==> config.mk <==
export PLATFORM = sky130hd
export DESIGN_NAME = adxl345_iic_master
export DESIGN_NICKNAME = d
export VERILOG_FILES = /design/src/rtl/adxl345_iic_master.sv
export SDC_FILE = /design/constraint.sdc
export NUM_CORES = 1
export LEC_CHECK = 0
export ABC_AREA = 1
export CORE_AREA = 3 3 117 74
export DETAILED_ROUTE_END_ITERATION = 16
export DIE_AREA = 0 0 120 77
export RECOVER_POWER = 50
export REMOVE_ABC_BUFFERS = 1
export SLEW_MARGIN = 20
export SYNTH_ARGS = -nofsm -noshare
export SYNTH_HDL_FRONTEND = slang
export SYNTH_SLANG_ARGS = --single-unit
==> constraint.sdc <==
create_clock -name clk -period 5 [get_ports clk]
set_input_delay 0.5 -clock clk [delete_from_list [all_inputs] [get_ports clk]]
set_output_delay 0.5 -clock clk [all_outputs]
set_load 0.02 [all_outputs]
==> src/rtl/adxl345_iic_master.sv <==
// I2C register read/write master for an ADXL345 accelerometer (single slave, no clock stretching).
// Each bit slot is four quarters of QTR_DIV clocks: SCL low in q0-q1, high in q2-q3.
module adxl345_iic_master #(
    parameter logic [6:0] DEV_ADDR = 7'h53,
    parameter int         QTR_DIV  = 250
) (
    input  logic       clk,
    input  logic       rst,
    input  logic       iicwr_req,
    input  logic       iicrd_req,
    input  logic [7:0] iic_addr,
    input  logic [7:0] iic_wrdb,
    output logic [7:0] iic_rddb,
    output logic       iic_ack,
    output logic       iic_nack_err,
    output logic       iic_busy,
    output logic       scl,
    output logic       sda_oe,
    input  logic       sda_i
);
    localparam int            DW       = (QTR_DIV > 1) ? $clog2(QTR_DIV) : 1;
    localparam logic [DW-1:0] DIV_LAST = DW'(QTR_DIV - 1);

    typedef enum logic [3:0] {
        IDLE    = 4'd0,
        START   = 4'd1,
        TX_BYTE = 4'd2,
        RX_ACK  = 4'd3,
        RSTART  = 4'd4,
        RX_BYTE = 4'd5,
        TX_NACK = 4'd6,
        STOP    = 4'd7,
        DONE    = 4'd8
    } state_t;

    // SDA pull for a given position; only START/STOP move SDA at q2, everything else at q0.
    function automatic logic sda_drive(input state_t st, input logic [1:0] qtr, input logic [7:0] sh);
        logic pull;
        case (st)
            START, RSTART: pull = qtr[1];
            TX_BYTE:       pull = ~sh[7];
            STOP:          pull = ~qtr[1];
            default:       pull = 1'b0;
        endcase
        return pull;
    endfunction

    state_t        state_q, state_d;
    logic [DW-1:0] div_q, div_d;
    logic [1:0]    qtr_q, qtr_d;
    logic [2:0]    bit_q, bit_d;
    logic [1:0]    byte_q, byte_d;
    logic [7:0]    shift_q, shift_d;
    logic [7:0]    addr_q, addr_d;
    logic [7:0]    wrdb_q, wrdb_d;
    logic          rd_q, rd_d;
    logic          nack_q, nack_d;
    logic          armed_q, armed_d;
    logic          ack_bit_q, ack_bit_d;
    logic [7:0]    rddb_q, rddb_d;
    logic          scl_q, scl_d;
    logic          sda_oe_q, sda_oe_d;
    logic          ack_q, ack_d;
    logic          nack_err_q, nack_err_d;
    logic          busy_q, busy_d;
    logic          slot_end_s;
    logic          sample_s;

    assign slot_end_s = (div_q == DIV_LAST) && (qtr_q == 2'd3);
    assign sample_s   = (div_q == DIV_LAST) && (qtr_q == 2'd2);

    // Next-state, datapath and registered-output decode.
    always_comb begin
        state_d   = state_q;
        div_d     = div_q;
        qtr_d     = qtr_q;
        bit_d     = bit_q;
        byte_d    = byte_q;
        shift_d   = shift_q;
        addr_d    = addr_q;
        wrdb_d    = wrdb_q;
        rd_d      = rd_q;
        nack_d    = nack_q;
        armed_d   = armed_q;
        ack_bit_d = ack_bit_q;
        rddb_d    = rddb_q;

        if ((state_q != IDLE) && (state_q != DONE)) begin
            if (div_q == DIV_LAST) begin
                div_d = '0;
                qtr_d = qtr_q + 2'd1;
            end else begin
                div_d = div_q + DW'(1);
            end
        end else begin
            div_d = '0;
            qtr_d = 2'd0;
        end

        case (state_q)
            IDLE: begin
                if (!iicwr_req && !iicrd_req) begin
                    armed_d = 1'b1;
                end else if (armed_q) begin
                    armed_d = 1'b0;
                    state_d = START;
                    addr_d  = iic_addr;
                    wrdb_d  = iic_wrdb;
                    rd_d    = ~iicwr_req;
                    nack_d  = 1'b0;
                    bit_d   = 3'd0;
                    byte_d  = 2'd0;
                    shift_d = {DEV_ADDR, 1'b0};
                end else begin
                    armed_d = 1'b0;
                end
            end
            START: begin
                if (slot_end_s) begin
                    state_d = TX_BYTE;
                    bit_d   = 3'd0;
                end
            end
            TX_BYTE: begin
                if (slot_end_s) begin
                    shift_d = {shift_q[6:0], 1'b0};
                    if (bit_q == 3'd7) begin
                        state_d = RX_ACK;
                    end else begin
                        bit_d = bit_q + 3'd1;
                    end
                end
            end
            RX_ACK: begin
                if (sample_s) begin
                    ack_bit_d = sda_i;
                end
                if (slot_end_s) begin
                    bit_d = 3'd0;
                    if (ack_bit_q) begin
                        nack_d  = 1'b1;
                        state_d = STOP;
                    end else begin
                        // byte_q: 0 = address+W, 1 = register, 2 = write data, 3 = address+R
                        case (byte_q)
                            2'd0: begin
                                state_d = TX_BYTE;
                                shift_d = addr_q;
                                byte_d  = 2'd1;
                            end
                            2'd1: begin
                                if (rd_q) begin
                                    state_d = RSTART;
                                end else begin
                                    state_d = TX_BYTE;
                                    shift_d = wrdb_q;
                                    byte_d  = 2'd2;
                                end
                            end
                            2'd2:    state_d = STOP;
                            default: state_d = RX_BYTE;
                        endcase
                    end
                end
            end
            RSTART: begin
                if (slot_end_s) begin
                    state_d = TX_BYTE;
                    shift_d = {DEV_ADDR, 1'b1};
                    byte_d  = 2'd3;
                    bit_d   = 3'd0;
                end
            end
            RX_BYTE: begin
                if (sample_s) begin
                    shift_d = {shift_q[6:0], sda_i};
                end
                if (slot_end_s) begin
                    if (bit_q == 3'd7) begin
                        state_d = TX_NACK;
                    end else begin
                        bit_d = bit_q + 3'd1;
                    end
                end
            end
            TX_NACK: begin
                if (slot_end_s) begin
                    state_d = STOP;
                end
            end
            STOP: begin
                if (slot_end_s) begin
                    state_d = DONE;
                    if (rd_q && !nack_q) begin
                        rddb_d = shift_q;
                    end
                end
            end
            DONE:    state_d = IDLE;
            default: state_d = IDLE;
        endcase

        busy_d     = (state_d != IDLE);
        ack_d      = (state_d == DONE);
        nack_err_d = (state_d == DONE) && nack_d;
        scl_d      = ((state_d == IDLE) || (state_d == DONE)) ? 1'b1 : qtr_d[1];
        sda_oe_d   = sda_drive(state_d, qtr_d, shift_d);
    end

    // State, counters and output registers with synchronous reset.
    always_ff @(posedge clk) begin
        if (rst) begin
            state_q    <= IDLE;
            div_q      <= '0;
            qtr_q      <= 2'd0;
            bit_q      <= 3'd0;
            byte_q     <= 2'd0;
            shift_q    <= 8'h00;
            addr_q     <= 8'h00;
            wrdb_q     <= 8'h00;
            rd_q       <= 1'b0;
            nack_q     <= 1'b0;
            armed_q    <= 1'b0;
            ack_bit_q  <= 1'b0;
            rddb_q     <= 8'h00;
            scl_q      <= 1'b1;
            sda_oe_q   <= 1'b0;
            ack_q      <= 1'b0;
            nack_err_q <= 1'b0;
            busy_q     <= 1'b0;
        end else begin
            state_q    <= state_d;
            div_q      <= div_d;
            qtr_q      <= qtr_d;
            bit_q      <= bit_d;
            byte_q     <= byte_d;
            shift_q    <= shift_d;
            addr_q     <= addr_d;
            wrdb_q     <= wrdb_d;
            rd_q       <= rd_d;
            nack_q     <= nack_d;
            armed_q    <= armed_d;
            ack_bit_q  <= ack_bit_d;
            rddb_q     <= rddb_d;
            scl_q      <= scl_d;
            sda_oe_q   <= sda_oe_d;
            ack_q      <= ack_d;
            nack_err_q <= nack_err_d;
            busy_q     <= busy_d;
        end
    end

    assign iic_rddb     = rddb_q;
    assign iic_ack      = ack_q;
    assign iic_nack_err = nack_err_q;
    assign iic_busy     = busy_q;
    assign scl          = scl_q;
    assign sda_oe       = sda_oe_q;

endmodule

==> results.sh <==
export IMPL_yosysMostFrequentCell="nor2_1"
export IMPL_ys_ff_latch=60
export IMPL_clock_fmax_ghz=0.338
export IMPL_yosysWarnings=0
export IMPL_drt_total_wl_um=7380
export IMPL_yosysTopAreaCell="dfxtp_1"
export IMPL_cts_made_buffers=9
export IMPL_num_io_pins=34
export IMPL_grt_pass1_vias=2502
export IMPL_criticalPathCategory="flop to flop"
export IMPL_place_congestion=0.904
export IMPL_ctsHoldBuffers=0
export IMPL_io_buffers=33
export IMPL_grt_pass1_wl_um=12300
export IMPL_async_flop_share=0
export IMPL_path_clk_slew_ns=0.05
export IMPL_drive_gt1_frac=0.0769
export IMPL_nNetsFinal=490
export IMPL_routed_top_layer="met4"
export IMPL_clock_latency_ns=0.33
export IMPL_end_kind="flop"
export IMPL_vias=2806
export IMPL_syn_area_um2=3020
export IMPL_synth_main_ff_cell="dfxtp_1"
export IMPL_period_share=0.592
export IMPL_dr_wl_met3_um=767
export IMPL_drtIter0Drc=176
export IMPL_hold_violations=0
export IMPL_drcViolationCount=0
export IMPL_fin_setup_tns_ns=0
export IMPL_worstPathArrival_ns=3.13
export IMPL_synth_edf_count=0
export IMPL_yosys_top_cells_area="dfxtp_1 40%, nor2_1 9.3%, nand2_1 8.7%"
export IMPL_critPathMaxFanout=24
export IMPL_drv_slew=0
export IMPL_grt_usage=0.169
export IMPL_die_w_um=120
export IMPL_synth_top_cells_by_count="75 x nor2_1, 70 x nand2_1, 60 x dfxtp_1"
export IMPL_clockBufferDepth=2
export IMPL_clockRootBuffer="clkbuf_16"
export IMPL_die_h_um=77
export IMPL_cts_tree="built"
export IMPL_grt_ovfl_total=0
export IMPL_grt_antenna_before_repair=0
export IMPL_min_period_ns=2.96
export IMPL_diodes=0
export IMPL_drt_pass1_iter_count=4
export IMPL_wl_per_cell_um=12.8
export IMPL_netlist_cell_type_count=35
export IMPL_via_per_inst=4.87
export IMPL_worst_pin_slew_ns=0.888
export IMPL_area_growth_pct=22.3
export IMPL_fin_total_pwr_w=0.00124
export IMPL_power_leakage_nw=1.62
export IMPL_dp_hpwl_um=5460
export IMPL_cts_htree_levels=3
export IMPL_wl_met1_um=3930
export IMPL_seq_area_frac_synth=0.398
export IMPL_max_cap_violations=0
export IMPL_avgSynthCellArea_um2=7.01
export IMPL_status="finished clean"
export IMPL_ant_nets=0
export IMPL_hold_class="flop to flop"
export IMPL_die_area_um2=9240
export IMPL_ir_drop_uv=176
export IMPL_crit_path_start_kind="flop"
export IMPL_clkSinkCount=60
export IMPL_setup_violations=0
export IMPL_postCtsSetupRepairBufs=0
export IMPL_fin_skew_ns=0.0102
export IMPL_postCtsResizedCells=0
export IMPL_required_ns=5.17
export IMPL_core_um2=7730
export IMPL_grt_max_degree=33
export IMPL_initial_utilization=0.390
export IMPL_slew_headroom=0.406
export IMPL_wl_met2_um=2570
export IMPL_rows=25
export IMPL_power_density_nw_per_um2=337
export IMPL_synth_top_cell_area_share=0.398
export IMPL_rsz0062_at_grt="false"
export IMPL_netlist_instances=430
[worst max-delay path: stages (launching register included)]
cell and delay (ns):
dfxtp_1 0.37, nor2_1 0.36, nand2_1 0.22, nor2_1 0.62, inv_1 0.54, nand2_1 0.28, nor2_1 0.06, nand2_1 0.05
nor2_1 0.05, nand2_1 0.06, nor2_1 0.04, nor2_1 0.08, a21oi_1 0.06
[cells in the final DEF (no fill, tap or decap), drive strengths merged, types with 6 or more instances in the layout]
master / synthesis / final
a21oi: 33 / 33
a221oi: 7 / 7
clkbuf: 8 / 12
clkdlybuf4s50: 0 / 19
dfxtp: 60 / 60
dlygate4sd3: 0 / 14
ha: 6 / 6
inv: 59 / 59
nand2: 78 / 78
nand3: 22 / 22
nor2: 86 / 86
o21ai: 44 / 44
[cell type report]
cell class,count,area (µm²)
clock buffer,12,256
clock inverter,4,47.5
fill,822,4040
inverter,59,221
multi-input combinational,300,1500
sequential,60,1200
tap,108,135
timing repair buffer,33,330
[state kept, by name, summed over array words and instances (netlist names)]
name	cells
scl	1
state_q	4
wrdb_q	8
addr_q	8
qtr_q	2
rd_q	1
bit_q	3
shift_q	8
div_q	8
iic_rddb	8
iic_nack_err	1
iic_busy	1
byte_q	2
iic_ack	1
ack_bit_q	1
sda_oe	1
nack_q	1
armed_q	1
[power breakdown]
group          internal, W  switching, W
Combinational    0.0000422     0.0000671
Clock             0.000410      0.000211
Sequential        0.000499     0.0000133
[metrics by stage]
step                 util  std cells  hold WS [ns]  cell area [µm²]  setup slack [ns]
floorplan               -        419         0.427             2950              3.08
global placement    0.442        560         0.435             3410              2.21
detailed placement  0.442        560         0.435             3410              2.12
CTS                 0.481        576         0.444             3720              2.39
global route        0.477        576         0.460             3690              1.61
finish              0.477        576         0.438             3690              2.04
[layer usage]
metal  GRT usage  vias up
met5           0        -
met4      0.0560        0
met3      0.0715       10
met2       0.204       94
met1       0.257     1241
li1            -     1461
[kinds of logic after synthesis]
logic type,synth area share
and+or+nand+nor,0.297
AOI/OAI and AO/OA,0.178
buffers and inverters,0.0958
DFF,0.398
adders and majority gates,0.0249
xor gates and xnor gates,0.00581
[worst paths after layout]
kind	from	depth (start not counted)	slack (ns)	to
worst max-delay path	state_q[0]$_SDFF_PP0_	12	2.04	sda_oe$_SDFF_PP0_
worst min-delay path	iic_rddb[1]$_SDFFE_PP0P_	2	0.44	iic_rddb[1]$_SDFFE_PP0P_
worst max register to register	state_q[0]$_SDFF_PP0_	12	2.04	sda_oe$_SDFF_PP0_
worst min register to register	iic_rddb[1]$_SDFFE_PP0P_	2	0.44	iic_rddb[1]$_SDFFE_PP0P_
(Power assumes the default switching activity.)
